[config.mk]
export PLATFORM = sky130hd
export DESIGN_NAME = datatonum_flat
export DESIGN_NICKNAME = d
export VERILOG_FILES = /design/src/rtl/datatonum_if.sv /design/src/rtl/datatonum.sv /design/src/flat_wrapper.sv
export SDC_FILE = /design/constraint.sdc
export NUM_CORES = 1
export LEC_CHECK = 0
export BUFFER_PORTS_ARGS = -buffer_cell sky130_fd_sc_hd__buf_2
export CELL_PAD_IN_SITES_DETAIL_PLACEMENT = 0
export CELL_PAD_IN_SITES_GLOBAL_PLACEMENT = 1
export CORE_MARGIN = 2
export CORE_UTILIZATION = 29
export DETAILED_ROUTE_END_ITERATION = 8
export PLACE_DENSITY_LB_ADDON = 0.25
export SYNTH_ARGS = -nofsm -noshare
export SYNTH_HDL_FRONTEND = slang
export SYNTH_SLANG_ARGS = --single-unit
[constraint.sdc]
create_clock -name clk -period 2 [get_ports clk]
set_input_delay 0.1 -clock clk [delete_from_list [all_inputs] [get_ports clk]]
set_output_delay 0.1 -clock clk [all_outputs]
set_load 0.005 [all_outputs]
[src/rtl/datatonum_if.sv]
// Read-side handshake between the RAM queue and the code decoder.
// The queue drives data/valid (master); the decoder answers with ready (slave).
interface datatonum_if #(
  parameter int DATA_W = 6
);
  logic [DATA_W-1:0] in_data;
  logic              in_valid;
  logic              in_ready;

  modport master (output in_data, output in_valid, input in_ready);
  modport slave  (input in_data, input in_valid, output in_ready);
endinterface

[src/rtl/datatonum.sv]
// datatonum: decoder at the read end of the RAM queue, inverse of the
// button-to-code encoder. Pops codes 11/22/33/44/55 and holds the matching
// one-hot button bit and index for HOLD_CYCLES cycles; any other code is
// reported as a one-cycle code_err pulse.
// Optional feature: define ERR_COUNT_EN to add the saturating err_count port.
module datatonum #(
  parameter int DATA_W      = 6,
  parameter int HOLD_CYCLES = 4,
  parameter int CNT_W       = 8
) (
  input  logic       clk,
  input  logic       rst,
  datatonum_if.slave q,
  output logic [4:0] num_onehot,
  output logic [2:0] num_idx,
  output logic       num_valid,
  output logic       code_err,
  output logic       busy
`ifdef ERR_COUNT_EN
  ,
  output logic [CNT_W-1:0] err_count
`endif
);

  localparam int HCW = $clog2(HOLD_CYCLES + 1);
  localparam logic [HCW-1:0] HOLD_LOAD = HCW'(HOLD_CYCLES - 1);

  // Reject parameter values the hold counter and error counter cannot represent.
  if (HOLD_CYCLES < 1) begin : g_bad_hold
    $error("datatonum: HOLD_CYCLES must be >= 1");
  end
  if (CNT_W < 1) begin : g_bad_cnt
    $error("datatonum: CNT_W must be >= 1");
  end

  typedef enum logic {IDLE, HOLD} state_t;

  state_t         state;
  logic [HCW-1:0] hold_cnt;
  logic           dec_legal;
  logic [4:0]     dec_onehot;
  logic [2:0]     dec_idx;
  logic           accept;

  // The decoder only takes a word while idle and never while reset is asserted.
  assign q.in_ready = (state == IDLE) && !rst;
  assign accept     = q.in_valid && q.in_ready;

  // Map the incoming code word to its button bit and index.
  always_comb begin
    dec_legal  = 1'b1;
    dec_onehot = 5'b00000;
    dec_idx    = 3'd0;
    case (q.in_data)
      DATA_W'(11): begin dec_onehot = 5'b00001; dec_idx = 3'd1; end
      DATA_W'(22): begin dec_onehot = 5'b00010; dec_idx = 3'd2; end
      DATA_W'(33): begin dec_onehot = 5'b00100; dec_idx = 3'd3; end
      DATA_W'(44): begin dec_onehot = 5'b01000; dec_idx = 3'd4; end
      DATA_W'(55): begin dec_onehot = 5'b10000; dec_idx = 3'd5; end
      default:     dec_legal = 1'b0;
    endcase
  end

  // Decoder FSM: latch a legal result and hold it, or pulse code_err and stay idle.
  always_ff @(posedge clk) begin
    if (rst) begin
      state      <= IDLE;
      hold_cnt   <= '0;
      num_onehot <= 5'b00000;
      num_idx    <= 3'd0;
      num_valid  <= 1'b0;
      code_err   <= 1'b0;
      busy       <= 1'b0;
    end else begin
      code_err <= 1'b0;
      case (state)
        IDLE: begin
          if (accept) begin
            if (dec_legal) begin
              state      <= HOLD;
              hold_cnt   <= HOLD_LOAD;
              num_onehot <= dec_onehot;
              num_idx    <= dec_idx;
              num_valid  <= 1'b1;
              busy       <= 1'b1;
            end else begin
              code_err <= 1'b1;
            end
          end
        end
        HOLD: begin
          if (hold_cnt == '0) begin
            state      <= IDLE;
            num_onehot <= 5'b00000;
            num_idx    <= 3'd0;
            num_valid  <= 1'b0;
            busy       <= 1'b0;
          end else begin
            hold_cnt <= hold_cnt - 1'b1;
          end
        end
        default: state <= IDLE;
      endcase
    end
  end

`ifdef ERR_COUNT_EN
  // Count accepted illegal words, sticking at the all-ones value.
  always_ff @(posedge clk) begin
    if (rst) begin
      err_count <= '0;
    end else if (accept && !dec_legal && (err_count != {CNT_W{1'b1}})) begin
      err_count <= err_count + CNT_W'(1);
    end
  end
`endif

endmodule

[src/flat_wrapper.sv]
// flat-port wrapper written by rule: the top's interface ports become plain ports
module datatonum_flat 
#(
  parameter int DATA_W      = 6,
  parameter int HOLD_CYCLES = 4,
  parameter int CNT_W       = 8
)
  (clk, rst, num_onehot, num_idx, num_valid, code_err, busy, q_in_data, q_in_valid, q_in_ready);
  datatonum_if #(.DATA_W(DATA_W)) q_i ();
  input  logic clk;
  input  logic rst;
  output logic [4:0] num_onehot;
  output logic [2:0] num_idx;
  output logic num_valid;
  output logic code_err;
  output logic busy;
  input wire logic [$bits(q_i.in_data)-1:0] q_in_data;
  input wire logic [$bits(q_i.in_valid)-1:0] q_in_valid;
  output wire logic [$bits(q_i.in_ready)-1:0] q_in_ready;
  assign q_i.in_data = q_in_data;
  assign q_i.in_valid = q_in_valid;
  assign q_in_ready = q_i.in_ready;
  datatonum #(.DATA_W(DATA_W), .HOLD_CYCLES(HOLD_CYCLES), .CNT_W(CNT_W)) u_core (.clk(clk), .rst(rst), .q(q_i), .num_onehot(num_onehot), .num_idx(num_idx), .num_valid(num_valid), .code_err(code_err), .busy(busy));
endmodule
After elaboration in Yosys (flattened, before gate mapping)
Index checks and enable logic that the tools add are counted.
- flip-flop bits (word level): 14
- bits of input ports: 9
- $add $sub $neg: 1
- eq/ne operators: 9
- mux-type cells: 24
- bitwise operators: 2
- reduce and logical (&&, ||, !) cells: 8
- operators by type and width (cell ; number):
    $pmux 5 s5 ; 1
    $eq 6x6->1 const B ; 3
    $mux 3 ; 6
    $mux 5 ; 3
    $pmux 3 s5 ; 1
    $pmux 3 s2 ; 2
    $pmux 5 s2 ; 1
    $mux 1 ; 8
    $eq 6x4->1 const B ; 1
    $eq 6x5->1 const B ; 1
    $reduce_and 3->1 ; 2
    $reduce_or 5->1 ; 1
    $ne 2x1->1 const B ; 2
    $ne 2x2->1 const B ; 2
    $pmux 1 s2 ; 2
    $logic_not 3->1 ; 1
    $reduce_or 3->1 ; 1
    $sub 3x1->3 const B ; 1
    $logic_and 1x1->1 ; 2
    $not 1->1 ; 2
    $logic_not 1->1 ; 1

Logic depth before layout (Yosys ltp)
- depth after elaboration: 6
- mapped depth: 6
- mapped depth without buffers: 6

Worst setup path after synthesis
Ideal clock, no wire load.
- kind: input to register
- start: input port q_in_data[5]
- end: register u_core.num_onehot[3]
- setup time: 121 ps
- data arrival time: 1234 ps
- slack: 645 ps
- cell stages on the path: 6
- path buffers: 1
- path through: buf_6 xor2_1 or3_4 a31oi_1 o21ai_2 a2bb2o_1
- cells in the longest elaborated chain, start to end: 5
- RTL lines (item ; line ; source):
    from (decl) ; flat_wrapper.sv:17 ; input wire logic [$bits(q_i.in_data)-1:0] q_in_data;
    $eq 6x6->1 (tied with other cells) ; datatonum.sv:54 ; case (q.in_data)
    $pmux 5 s5 / $reduce_or 5->1 (equally long branches) ; - ;
    $mux 5 / $mux 1 (equally long branches) ; datatonum.sv:79, datatonum.sv:54 ;
    $mux 5 / $ne 2x1->1 (equally long branches) ; - ;
    $pmux 5 s2 / $reduce_and 3->1 (equally long branches) ; - ;
    to (signal assigned) ; datatonum.sv:82 ; num_onehot <= dec_onehot;
    to (decl) ; datatonum.sv:14 ; output logic [4:0] num_onehot,
Several ways; a longest one is shown, not always the timed one. The select of a mux whose other input is x is not followed.
A chain may end at the register's enable or synchronous reset.

Worst setup path in the final report
- start: register u_core.state
- end: register u_core.hold_cnt[1]
- cells in the longest elaborated chain, start to end: 5
- RTL lines (item ; line ; source):
    from (decl) ; datatonum.sv:38 ; state_t state;
    from (signal assigned) ; datatonum.sv:67 ; state <= IDLE;
    from (signal assigned) ; datatonum.sv:80 ; state <= HOLD;
    from (signal assigned) ; datatonum.sv:93 ; state <= IDLE;
    $not 1->1 ; datatonum.sv:46, datatonum.sv:76 ;
    $logic_and 1x1->1 ; datatonum.sv:46 ; assign q.in_ready = (state == IDLE) && !rst;
    $logic_and 1x1->1 ; datatonum.sv:47 ; assign accept = q.in_valid && q.in_ready;
    $ne 2x1->1 (no source line) ; - ;
    $reduce_and 3->1 (no source line) ; - ;
    to (signal assigned) ; datatonum.sv:99 ; hold_cnt <= hold_cnt - 1'b1;
    to (decl) ; datatonum.sv:39 ; logic [HCW-1:0] hold_cnt;
Several ways; a longest one is shown, not always the timed one.

==> impl_metrics.toml <==
[status]
status = "finished, final reports clean"

[grt]
antenna_found_initial = 0
grt_pass1_vias = 621
grt_max_degree = 10
grt_use_total = 0.1100
grt_pass1_wl_mm = 2.732
grt-ovfl-total = 0

[critical_path]
cp.required_ns = 2.20
cp_max_fo = 9
ff2ff_path_depth = 5
cp-startpoint = "u_core.state$_SDFF_PP0_"
crit_type = "register to register"
arrival_ns = 1.70
max_stage_delay_ns = 0.37
crit_chain = "nor2_1, nand2_1, a31oi_4, nor3_1, a211oi_2"
cp_num_buf_inv = 0
ff2ff_setup_slack_ns = 0.50
path_delay_family = "simple AND/OR/NAND/NOR gates"
rr_endpoint = "u_core.hold_cnt[1]$_SDFFE_PP0P_"
endpoint_kind = "register"
slowest_stage = "dfxtp_1"
rr_startpoint = "u_core.state$_SDFF_PP0_"
startpoint_type = "register"

[cts]
cts_max_path_buffers = 2
cts-root-buf = "clkbuf_4"
path_clk_slew_ns = 0.09
clock_latency_ns = 0.27
cts_resized = 0
cts_tree = "done"
postCtsHoldBufs = 0
cts_buffers = 3
cts_setup_buffers = 0
htreeDepth = 1
clock_sinks = 14

[timing]
fin_crit_ns = 1.497
setup_viol = 0
rsz0062_at_grt = "false"
slew_headroom = 0.7943
fin_crit_sh = 0.7484
hold_violations = 0
max_freq_ghz = 0.6681
worstMarginPinSlew_ns = 0.3085
final.setup.tns_ns = 0
fin_skew_ns = 0.001279
finalMaxSlewViolations = 0

[routing]
drt-total-wl_mm = 1.602
vias_per_cell = 4.903
drtIter0Drc = 8
wl_per_cell_microns = 11.96
vias = 657
drtPass1Iterations = 4
ant_nets = 0
drc_errors = 0

[place]
hpwl_mm = 1.258
portBuffers = 20
gp_congestion = 0.8319

[logic_synthesis]
synth_top_area_frac = 0.3678
yosys.area.top_type = "dfxtp_1"
syn-num-nets = 93
synth_edf_count = 0
synth_area_leaders = "dfxtp_1 (37%), nor3b_2 (4.9%), a32o_1 (3.9%)"
postSynthAreaPerCell_sq_um = 9.292
yosysSeqAreaShare = 0.3678
synth-seq-cells = 14
synthCells = 82
ys_async_sr_fraction = 0
netlist_area_sq_um = 762.0
synth_cell_types = 35
synth_ff_type = "dfxtp_1"
ys_warn_count = 0

[floorplanning]
io_pins = 21
rows = 18
die_h_microns = 55.26
start_util = 0.3076
die_w_microns = 55.26
fp.coreArea_sq_um = 2477
dieArea_sq_um = 3054

[min_path]
min_from = "rst"
min_to = "u_core.num_idx[1]$_SDFFE_PP0P_"
min-delay-path-class = "input pin to register"
worstHoldPathCells = 2

[power_and_ir_drop]
p_per_area_nw_per_um2 = 596.2
ir_drop_v = 0.0002571
total_leakage_power_nw = 0.4066

[final_layout]
final_common_cell = "buf_2"
diodes = 0
syn_to_final_growth_pct = 20.69
fin_nets = 116
final_cell_mix = "buf_2 (20), dfxtp_1 (14), nor2_1 (8), nand2_1 (7), inv_1 (6)"
layout-drive-gt1-share = 0.3462
fin_util = 0.3712

[run]
max_cap_viol_count = 0
-- worst max path at each step --
stage	slack, ns	end	cells after the start
global placement	0.52	u_core.hold_cnt[1]$_SDFFE_PP0P_	5
floorplan	0.64	u_core.num_onehot[3]$_SDFFE_PP0P_	6
global route	0.39	u_core.hold_cnt[1]$_SDFFE_PP0P_	5
detailed placement	0.51	u_core.num_onehot[3]$_SDFFE_PP0P_	6
finish	0.50	u_core.hold_cnt[1]$_SDFFE_PP0P_	5
CTS	0.49	u_core.hold_cnt[1]$_SDFFE_PP0P_	5
-- stage by stage --
step / hold slack (ns) / area [sq um] / power [W] / std cells / setup slack (ns)
2_1_floorplan: 0.2972 / 762.0 / 0.0003291 / 82 / 0.6450
3_3_place_gp: 0.3835 / 883.3 / 0.0003513 / 130 / 0.5223
3_5_place_dp: 0.3949 / 883.3 / 0.0003520 / 130 / 0.5076
4_1_cts: 0.09640 / 919.6 / 0.0005550 / 134 / 0.4870
5_1_grt: 0.1033 / 919.6 / 0.0005722 / 134 / 0.3906
6_report: 0.09566 / 919.6 / 0.0005482 / 134 / 0.5032
-- cells in the mapped netlist, types with 2 or more instances --
master / count
nand3_1: 3
inv_1: 6
a31oi_1: 2
nand3b_1: 2
a22o_1: 2
nor3b_2: 3
dfxtp_1: 14
a32o_1: 3
a21oi_1: 4
ha_1: 2
o21ai_0: 2
nand2_1: 7
nor3_1: 3
nor2_1: 8
-- per-layer routing --
metal / global-route usage / wire [microns]
met3: 0.02576 / 70
met2: 0.1735 / 743
met1: 0.1365 / 767
met4: 0.06272 / 21
met5: 0 / 0
-- logic make-up after synthesis --
group	after synthesis	synth area share
and+or+nand+nor	35	0.2939
xor gates and xnor gates	1	0.01150
DFF	14	0.3678
adders and majority gates	2	0.03284
AOI/OAI and AO/OA	20	0.2283
buffers and inverters	10	0.06567
-- cell type report --
type	instances	area [sq um]
fillers	281	1558
multi-input cells	58	431.7
flip-flops and latches	14	280.3
repair buffers	21	107.6
well taps	30	37.54
clock buffers	4	36.28
inverters	7	26.28
-- sequential cells by signal (all words and copies together), names as in the netlist --
| name | cells |
|---|---|
| u_core.hold_cnt | 3 |
| u_core.num_valid | 1 |
| u_core.code_err | 1 |
| u_core.state | 1 |
| u_core.num_onehot | 5 |
| u_core.num_idx | 3 |
-- power breakdown --
part           total [W]  switching, W  internal (W)  leakage (nW)
registers       0.000284    0.00000160      0.000282         0.113
logic          0.0000613     0.0000368     0.0000245         0.272
clock network   0.000203     0.0000927      0.000111        0.0210
Note: power is estimated with default switching activity, not from simulation.
